==> src/rtl/imem_arbiter.sv <==
// Two-requester arbiter (fetch, load) for a single-ported instruction memory with a one-cycle read latency.
// Optional misaligned-address trapping is enabled by defining IMEM_ARB_MISALIGN_CHK_EN.
module imem_arbiter #(
    parameter int ADDRESS_WIDTH = 32,
    parameter int STARVE_LIMIT  = 3
) (
    input  logic                     clk,
    input  logic                     rst,
    input  logic                     if_req,
    input  logic [ADDRESS_WIDTH-1:0] if_addr,
    input  logic                     if_flush,
    input  logic                     ld_req,
    input  logic [ADDRESS_WIDTH-1:0] ld_addr,
    output logic                     if_gnt,
    output logic                     ld_gnt,
    output logic                     if_rvalid,
    output logic                     ld_rvalid,
    output logic [31:0]              if_rdata,
    output logic [31:0]              ld_rdata,
    output logic                     rsp_err,
    output logic                     mem_en,
    output logic [ADDRESS_WIDTH-1:0] mem_addr,
    input  logic [31:0]              mem_rdata
);

    localparam logic [1:0] OWN_NONE = 2'd0;
    localparam logic [1:0] OWN_IF   = 2'd1;
    localparam logic [1:0] OWN_LD   = 2'd2;

    logic [3:0]               starve_cnt;
    logic [1:0]               rsp_owner;
    logic                     rst_q;
    logic                     rsp_mis;
    logic                     blk;
    logic                     fetch_wins;
    logic                     any_gnt;
    logic                     misaligned;
    logic [ADDRESS_WIDTH-1:0] gnt_addr;

    // Grants are held off during reset and for the first cycle after it.
    assign blk        = rst | rst_q;
    assign fetch_wins = !ld_req || (starve_cnt >= 4'(STARVE_LIMIT));
    assign if_gnt     = !blk && if_req && fetch_wins;
    assign ld_gnt     = !blk && ld_req && !if_gnt;
    assign any_gnt    = if_gnt || ld_gnt;
    assign gnt_addr   = if_gnt ? if_addr : (ld_gnt ? ld_addr : '0);
    assign mem_addr   = gnt_addr;

`ifdef IMEM_ARB_MISALIGN_CHK_EN
    assign misaligned = any_gnt && (gnt_addr[1:0] != 2'b00);
`else
    assign misaligned = 1'b0;
`endif

    assign mem_en = any_gnt && !misaligned;

    always_ff @(posedge clk) begin
        rst_q <= rst;
        if (rst) begin
            starve_cnt <= 4'd0;
            rsp_owner  <= OWN_NONE;
            rsp_mis    <= 1'b0;
        end else begin
            if (if_req && !if_gnt)
                starve_cnt <= (starve_cnt == 4'hF) ? 4'hF : starve_cnt + 4'd1;
            else
                starve_cnt <= 4'd0;
            rsp_owner <= if_gnt ? OWN_IF : (ld_gnt ? OWN_LD : OWN_NONE);
            rsp_mis   <= misaligned;
        end
    end

    assign if_rvalid = !rst && (rsp_owner == OWN_IF) && !if_flush;
    assign ld_rvalid = !rst && (rsp_owner == OWN_LD);
    assign if_rdata  = (if_rvalid && !rsp_mis) ? mem_rdata : 32'd0;
    assign ld_rdata  = (ld_rvalid && !rsp_mis) ? mem_rdata : 32'd0;

`ifdef IMEM_ARB_MISALIGN_CHK_EN
    assign rsp_err = (if_rvalid || ld_rvalid) && rsp_mis;
`else
    assign rsp_err = 1'b0;
`endif

endmodule

==> config.mk <==
export PLATFORM = sky130hd
export DESIGN_NAME = imem_arbiter
export DESIGN_NICKNAME = d
export VERILOG_FILES = /design/src/rtl/imem_arbiter.sv
export SDC_FILE = /design/constraint.sdc
export NUM_CORES = 1
export LEC_CHECK = 0
export ABC_AREA = 1
export ABC_CLOCK_PERIOD_IN_PS = 2000
export CORE_AREA = 2 2 79 81
export DETAILED_ROUTE_END_ITERATION = 8
export DIE_AREA = 0 0 81 83
export GPL_TIMING_DRIVEN = 0
export HOLD_SLACK_MARGIN = 0.12
export PLACE_DENSITY = 0.91
export RECOVER_POWER = 100
export SLEW_MARGIN = 20
export SYNTH_ARGS = -nofsm -noshare
export SYNTH_HDL_FRONTEND = slang
export SYNTH_SLANG_ARGS = --single-unit
==> constraint.sdc <==
create_clock -name clk -period 2 [get_ports clk]
set_input_delay 0.3 -clock clk [delete_from_list [all_inputs] [get_ports clk]]
set_output_delay 0.3 -clock clk [all_outputs]
set_load 0.02 [all_outputs]
==> results of run 1 <==
[cells in the mapped netlist]
cell type	instances
nor2_1	73
nand3_1	57
inv_1	46
nand2_1	41
nand3_2	9
buf_2	8
buf_4	7
dfxtp_1	7
buf_6	3
and2_1	2
nand2_4	2
nor2_4	2
buf_8	1
conb_1	1
ha_1	1
inv_2	1
nand2_8	1
nor2_2	1
nor2_8	1
o21ai_0	1
o21bai_1	1
[per-stage QoR]
| step | power (W) | setup WS [ns] | setup TNS, ns |
|---|---|---|---|
| after detailed placement | 0.000639 | -0.510 | -37.76 |
| after floorplan | 0.000331 | 0.507 | 0 |
| after CTS | 0.000813 | 0.000611 | 0 |
| after global routing | 0.000857 | -0.00407 | -0.00570 |
| after global placement | 0.000630 | -0.484 | -35.96 |
| final | 0.000811 | 0.0922 | 0 |
[registers in the layout (all words and copies together), names as in the netlist]
register,cells
rst_q,1
rsp_owner,2
starve_cnt,4
[power by group]
part / total (W) / switching, W / internal (W)
Combinational: 0.000462 / 0.000201 / 0.000261
Sequential: 0.000147 / 0.00000247 / 0.000145
Clock: 0.000201 / 0.0000634 / 0.000138
[logic make-up after synthesis]
group,count (synthesis),synth area share
other cells,1,0.00269
simple gates,189,0.651
fa+ha+maj,1,0.00898
compound gates,2,0.00898
flops,7,0.101
buf+inv,66,0.228
[area by class of cell]
type | count | area share
Buffer | 19 | 0.0435
Inverter | 47 | 0.0520
Multi-Input combinational cell | 193 | 0.279
Tap cell | 75 | 0.0276
Timing Repair Buffer | 207 | 0.544
Clock buffer | 4 | 0.0133
Sequential cell | 7 | 0.0413
[critical path, stage by stage]
cell and delay, ns:
clkdlybuf4s50_1 0.45, nor2_1 0.04, nand2_1 0.18, buf_2 0.25, nor2_1 0.06, dlygate4sd2_1 0.32
[what timing repair did]
| action | CTS | global route |
|---|---|---|
| resized for setup | 192 | 21 |
| cloned | 0 | 0 |
| buffers inserted | 3 | 3 |
| endpoints found under the setup margin | 101 | 42 |
| pin swaps | 1 | 3 |
[layer usage]
metal,GRT usage,part of all wire,vias up
li1,-,-,1222
met1,0.163,0.34,1043
met2,0.359,0.54,138
met3,0.0326,0.11,10
met4,0.0570,0.016,0
met5,0,0,-
[final timing paths]
path,startpoint,to,slack (ns),cells after the start
setup / recovery,if_flush,if_rdata[28],0.09,6
hold / removal,rst,rst_q,0.40,1
setup reg to reg,starve_cnt[0],starve_cnt[3],0.59,8
hold reg to reg,starve_cnt[0],starve_cnt[0],0.53,3
==> qor.yml, run 1 <==
run_status:
  status: "finished clean"
route:
  drt_iter0_markers: 45
  via_per_inst: 4.37
  dr.pass1.iters: 4
  finalWirelength_um: 6380
  drc: 0
  wire_per_inst_um: 11.6
  antenna_left: 0
  vias: 2413
hold_path:
  holdCritPathClass: "primary input to flip-flop"
layout:
  fin_nets: 580
  layout_commonest_cell: "clkdlybuf4s50_1"
  diodes: 0
  syn2layout_area_growth_pct: 144
  multi_input_area_sq_um: 946
  final_cell_mix: "101 x clkdlybuf4s50_1, 73 x nor2_1, 57 x dlygate4sd2_1"
  drive_gt1_frac: 0.172
  final_cells: 552
  nFillCells: 586
  register_area_sq_um: 140
  finalInstanceArea_sq_um: 3390
  utilization: 0.584
clocking:
  cts_tree: "done"
  clock_path_buffers: 2
  clock_sinks: 7
  h-tree-depth: 1
  cts-root-buf: "clkbuf_8"
  cts_inserted_buffers: 3
  hold_buffers: 0
  clkTransAtPathRegs_ns: 0.04
  insertion_delay_ns: 0.23
placed_design:
  io_buffers: 201
  placed_area_sq_um: 3500
  hpwl_um: 5480
  gp_congestion: 0.756
  dp_cells: 542
synthesis:
  synth_cells: 266
  yosys.area.top_type: "nand3_1"
  synth_sequential_area_ratio: 0.101
  synth.area.top_cells: "nand3_1 20%, nor2_1 20%, inv_1 12%"
  ys_warn_count: 0
  synth_nets: 368
  synth_cell_types: 21
  synth_area_sq_um: 1390
  yosysTopAreaCellShare: 0.205
  syn_avg_cell_area_sq_um: 5.24
  yosys_register_bits: 7
floorplanning:
  start_util: 0.240
  pin_count: 203
  dieArea_sq_um: 6720
  die_w_um: 81
  fp.dieH_um: 83
  coreArea_sq_um: 5820
  rows: 28
power:
  p_leak_nw: 2.07
  ir_drop_uv: 192
  p_per_area_nw_per_um2: 239
global_routing:
  grt_max_degree: 11
  grt_pass1_wl_um: 9630
  grt_overflow: 0
  antenna_found_initial: 0
  grt_pass1_vias: 2251
  track_usage: 0.175
sta:
  hold_ws_ns: 0.405
  drv_slew: 0
  setup_viol: 0
  fin_skew_ns: 0.000839
  finalHoldViolCount: 0
  max_clock_freq_mhz: 524
  fin_crit_sh: 0.954
  period_minus_slack_ns: 1.91
setup_path:
  cp_data_required_time_ns: 1.70
  startpoint_type: "primary input"
  path_class: "primary input to primary output"
  critPathCaptureType: "primary output"
  cp_data_arrival_time_ns: 1.61
  critPathMaxFanout: 10
run:
  maxCapViolations: 0
No activity file was read; power rests on OpenSTA's default activity.
==> run 2: changes to the inputs <==
- SKIP_CTS_REPAIR_TIMING: unset -> 1
==> qor.yml, run 2 (synthesis results as in run 1) <==
run_status:
  status: "finished clean"
layout:
  syn2layout_area_growth_pct: 165
  top_register: "starve_cnt"
  top_regs: "starve_cnt (4), rsp_owner (2), rst_q (1)"
  diodes: 0
  layout_commonest_cell: "clkdlybuf4s50_1"
  largest_reg_flops: 4
  drive_gt1_frac: 0.180
  nFillCells: 513
  final_cell_mix: "103 x clkdlybuf4s50_1, 73 x nor2_1, 65 x dlymetal6s2s_1"
  utilization: 0.635
  fin_nets: 582
sta:
  fin_skew_ns: 0.000542
  rsz0062_at_grt: "yes"
  drv_slew: 0
  setup-tns-final_ns: 0
  setup_slack_ns: 0.0129
  finalHoldViolCount: 0
  setup_viol: 0
  hold_ws_ns: 0.305
  max_clock_freq_mhz: 503
  period_minus_slack_ns: 1.99
  fin_crit_sh: 0.994
route:
  via_per_inst: 4.41
  antenna_left: 0
  drc: 0
  dr.pass1.iters: 4
  vias: 2444
  drt_iter0_markers: 37
  wire_per_inst_um: 12.1
  finalWirelength_um: 6690
setup_path:
  critPathMaxFanout: 4
  cp_data_arrival_time_ns: 1.69
  cp_data_required_time_ns: 1.70
  path_class: "primary input to primary output"
  ff2ff_setup_slack_ns: 0.84
  startpoint_type: "primary input"
  critPathCaptureType: "primary output"
placed_design:
  io_buffers: 201
  gp_congestion: 0.756
  hpwl_um: 5480
  place_ws_ns: -0.510
power:
  p_per_area_nw_per_um2: 226
  seq_power_share: 0.176
  p_int_w: 0.000564
  ir_drop_uv: 191
  p_leak_nw: 2.95
  pwr-share-clk: 0.240
  pwr-share-comb: 0.584
  power_w: 0.000836
  power.switching_w: 0.000272
  switching_share: 0.326
clocking:
  insertion_delay_ns: 0.23
  cts_tree: "done"
  clock_path_buffers: 2
  clkTransAtPathRegs_ns: 0.04
  cts-root-buf: "clkbuf_8"
  cts_inserted_buffers: 3
  h-tree-depth: 1
  clock_sinks: 7
global_routing:
  grt_max_degree: 11
  grt_pass1_vias: 2221
  grt_pass1_wl_um: 9430
  antenna_found_initial: 0
  track_usage: 0.172
  grt_overflow: 0
floorplanning:
  fp.dieH_um: 83
  coreArea_sq_um: 5820
  dieArea_sq_um: 6720
  rows: 28
  pin_count: 203
  start_util: 0.240
  die_w_um: 81
run:
  maxCapViolations: 0
hold_path:
  holdCritPathClass: "primary input to flip-flop"
==> run 2: cell types whose count changed in the layout (fill, tap and decap cells not counted), sizes merged, moves of 2 or more <==
cell | previous run | this run
dlymetal6s2s | 2 | 65
clkbuf | 11 | 22
dlygate4sd2 | 57 | 0
clkdlybuf4s50 | 101 | 103
buf | 51 | 42
clkdlybuf4s15 | 7 | 0
==> run 2: final cells by class <==
| class | instances | area (sq um) | area share |
|---|---|---|---|
| Timing Repair Buffer | 209 | 2100 | 0.570 |
| Clock buffer | 4 | 45.0 | 0.0122 |
| Multi-Input combinational cell | 193 | 963 | 0.261 |
| Inverter | 47 | 176 | 0.0477 |
| Tap cell | 75 | 93.8 | 0.0254 |
| Buffer | 19 | 171 | 0.0464 |
| Sequential cell | 7 | 140 | 0.0379 |
==> run 2: path summary, 6_finish.rpt <==
| kind | depth (start not counted) | start | endpoint |
|---|---|---|---|
| worst min register to register | 3 | starve_cnt[0] | starve_cnt[0] |
| worst max register to register | 6 | starve_cnt[0] | rsp_owner[0] |
| worst min-delay path | 1 | rst | rst_q |
| worst max-delay path | 9 | ld_req | mem_addr[31] |
==> run 2: layer usage <==
layer | vias up | GRT usage | share of wire
met1 | 1070 | 0.157 | 0.33
met5 | - | 0 | 0
met2 | 136 | 0.352 | 0.54
li1 | 1228 | - | -
met4 | 0 | 0.0586 | 0.016
met3 | 10 | 0.0380 | 0.11
==> run 2: power by group through the flow <==
stage	registers, W	logic, W	clock network [W]
2_1_floorplan	0.000149	0.000182	0
3_3_place_gp	0.000149	0.000481	0
3_5_place_dp	0.000149	0.000489	0
4_1_cts	0.000147	0.000491	0.000207
5_1_grt	0.000148	0.000523	0.000212
6_report	0.000147	0.000488	0.000201
==> run 2: critical path, cell delays in order <==
cell	delay (ns)
clkdlybuf4s50_1	0.47
inv_2	0.06
buf_4	0.14
nor2_4	0.11
buf_6	0.14
buf_4	0.10
nand3_1	0.06
nand2_1	0.06
dlymetal6s2s_1	0.24
==> run 2: stage by stage <==
step	area, sq um	instances
detailed placement	3500	542
finish	3690	554
floorplan	1390	266
global route	3690	554
CTS	3540	546
global placement	3500	542
==> run 3: changes to the inputs <==
==> constraint.sdc (replaced) <==
create_clock -name clk -period 2 [get_ports clk]
set_input_delay 0.4 -clock clk [delete_from_list [all_inputs] [get_ports clk]]
set_output_delay 0.4 -clock clk [all_outputs]
set_load 0.02 [all_outputs]
==> qor.yml, run 3 (synthesis results as in run 1) <==
run_status:
  status: "finished clean"
layout:
  final_cell_mix: "97 x clkdlybuf4s50_1, 73 x nor2_1, 55 x nand3_1"
  final_cells: 555
  multi_input_area_sq_um: 987
  syn2layout_area_growth_pct: 156
  top_register: "starve_cnt"
  largest_reg_flops: 4
  fin_nets: 583
  layout_commonest_cell: "clkdlybuf4s50_1"
  register_area_sq_um: 140
  drive_gt1_frac: 0.227
  nFillCells: 536
  top_regs: "starve_cnt (4), rsp_owner (2), rst_q (1)"
  diodes: 0
global_routing:
  grt_pass1_vias: 2221
  grt_pass1_wl_um: 9430
  track_usage: 0.172
  grt_max_degree: 11
  antenna_found_initial: 0
  grt_overflow: 0
power:
  p_leak_nw: 2.67
  switching_share: 0.330
  power.switching_w: 0.000275
  seq_power_share: 0.178
  p_int_w: 0.000558
  p_per_area_nw_per_um2: 233
  ir_drop_uv: 195
  pwr-share-comb: 0.580
  pwr-share-clk: 0.242
route:
  via_per_inst: 4.39
  drc: 0
  dr.pass1.iters: 4
  drt_iter0_markers: 49
  finalWirelength_um: 6670
  vias: 2437
  wire_per_inst_um: 12.0
  antenna_left: 0
setup_path:
  critPathMaxFanout: 10
  path_common_cell: "nor2_1"
  startpoint_type: "primary input"
  cp_data_arrival_time_ns: 1.53
  cp_data_required_time_ns: 1.60
  crit_buf_inv: 3
  critPathCaptureType: "primary output"
  slowest_delay_ns: 0.39
  crit_slowest_cell: "clkdlybuf4s50_1"
  worstPathCellList: "clkdlybuf4s50_1 -> nor2_1 -> nand2_2 -> buf_2 -> nor2_1 -> dlymetal6s2s_1"
  path_class: "primary input to primary output"
  critical_path.top_delay_family: "buffers and inverters"
sta:
  drv_slew: 0
  fin_skew_ns: 0.00112
  setup_slack_ns: 0.0665
  setup_viol: 0
  finalHoldViolCount: 0
  fin_crit_sh: 0.967
  period_minus_slack_ns: 1.93
  max_clock_freq_mhz: 517
run:
  maxCapViolations: 0
placed_design:
  dp_cells: 542
  hpwl_um: 5480
  place_ws_ns: -0.710
  gp_congestion: 0.756
  io_buffers: 201
clocking:
  cts-root-buf: "clkbuf_8"
  insertion_delay_ns: 0.23
  clock_path_buffers: 2
  cts_tree: "done"
  clock_sinks: 7
  clkTransAtPathRegs_ns: 0.04
  h-tree-depth: 1
  cts_inserted_buffers: 3
hold_path:
  holdCritPathClass: "primary input to flip-flop"
floorplanning:
  pin_count: 203
  die_w_um: 81
  fp.dieH_um: 83
  start_util: 0.240
  coreArea_sq_um: 5820
  dieArea_sq_um: 6720
  rows: 28
-- run 3: cell types whose count changed in the layout (fill, tap and decap cells not counted), sizes merged --
cell	previous run	this run
buf	42	34
clkbuf	22	52
clkdlybuf4s50	103	97
dlymetal6s2s	65	49
nand2	44	45
-- run 3: worst register-to-register path: stages (launching register included) --
cell and delay, ns:
dfxtp_1 0.38, ha_4 0.18, nor2_4 0.04, nand2_4 0.14
nand2_8 0.10, buf_4 0.14, buf_4 0.12, nand2_1 0.11
nor2_1 0.06
-- run 3: final cells by class --
type / count / share of cell area
plain buffers: 19 / 0.0497
clock buffers: 4 / 0.0126
inverters: 47 / 0.0494
multi-input cells: 194 / 0.276
flip-flops and latches: 7 / 0.0392
well taps: 75 / 0.0263
repair buffers: 209 / 0.546
-- run 3: stage by stage --
stage / total power [W] / hold WS [ns] / setup TNS, ns / utilization / cell area (sq um)
global route: 0.000879 / 0.384 / -0.0354 / 0.614 / 3570
floorplan: 0.000331 / 0.428 / 0 / - / 1390
CTS: 0.000844 / 0.539 / -58.21 / 0.610 / 3540
finish: 0.000833 / 0.376 / 0 / 0.614 / 3570
detailed placement: 0.000639 / 0.536 / -57.96 / 0.602 / 3500
global placement: 0.000630 / 0.515 / -56.16 / 0.602 / 3500
-- run 3: final timing paths --
| path | end | slack, ns | from | depth (start not counted) |
|---|---|---|---|---|
| min reg2reg | starve_cnt[0] | 0.56 | starve_cnt[0] | 3 |
| max | if_rdata[24] | 0.07 | if_flush | 6 |
| max reg2reg | starve_cnt[3] | 0.61 | starve_cnt[0] | 8 |
| min | rst_q | 0.38 | rst | 1 |
-- run 3: per-layer routing --
layer	up-vias	share of wire	wire length, um	global-route usage
met1	1068	0.34	2250	0.157
li1	1231	-	-	-
met5	-	0	0	0
met3	8	0.11	718	0.0380
met2	130	0.54	3610	0.352
met4	0	0.014	91	0.0586
-- run 3: power groups by stage --
| stage | combinational [W] | clock [W] | sequential (W) |
|---|---|---|---|
| 6_report | 0.000483 | 0.000202 | 0.000148 |
| 5_1_grt | 0.000518 | 0.000212 | 0.000149 |
| 4_1_cts | 0.000491 | 0.000207 | 0.000147 |
| 3_5_place_dp | 0.000489 | 0 | 0.000149 |
| 3_3_place_gp | 0.000481 | 0 | 0.000149 |
| 2_1_floorplan | 0.000182 | 0 | 0.000149 |
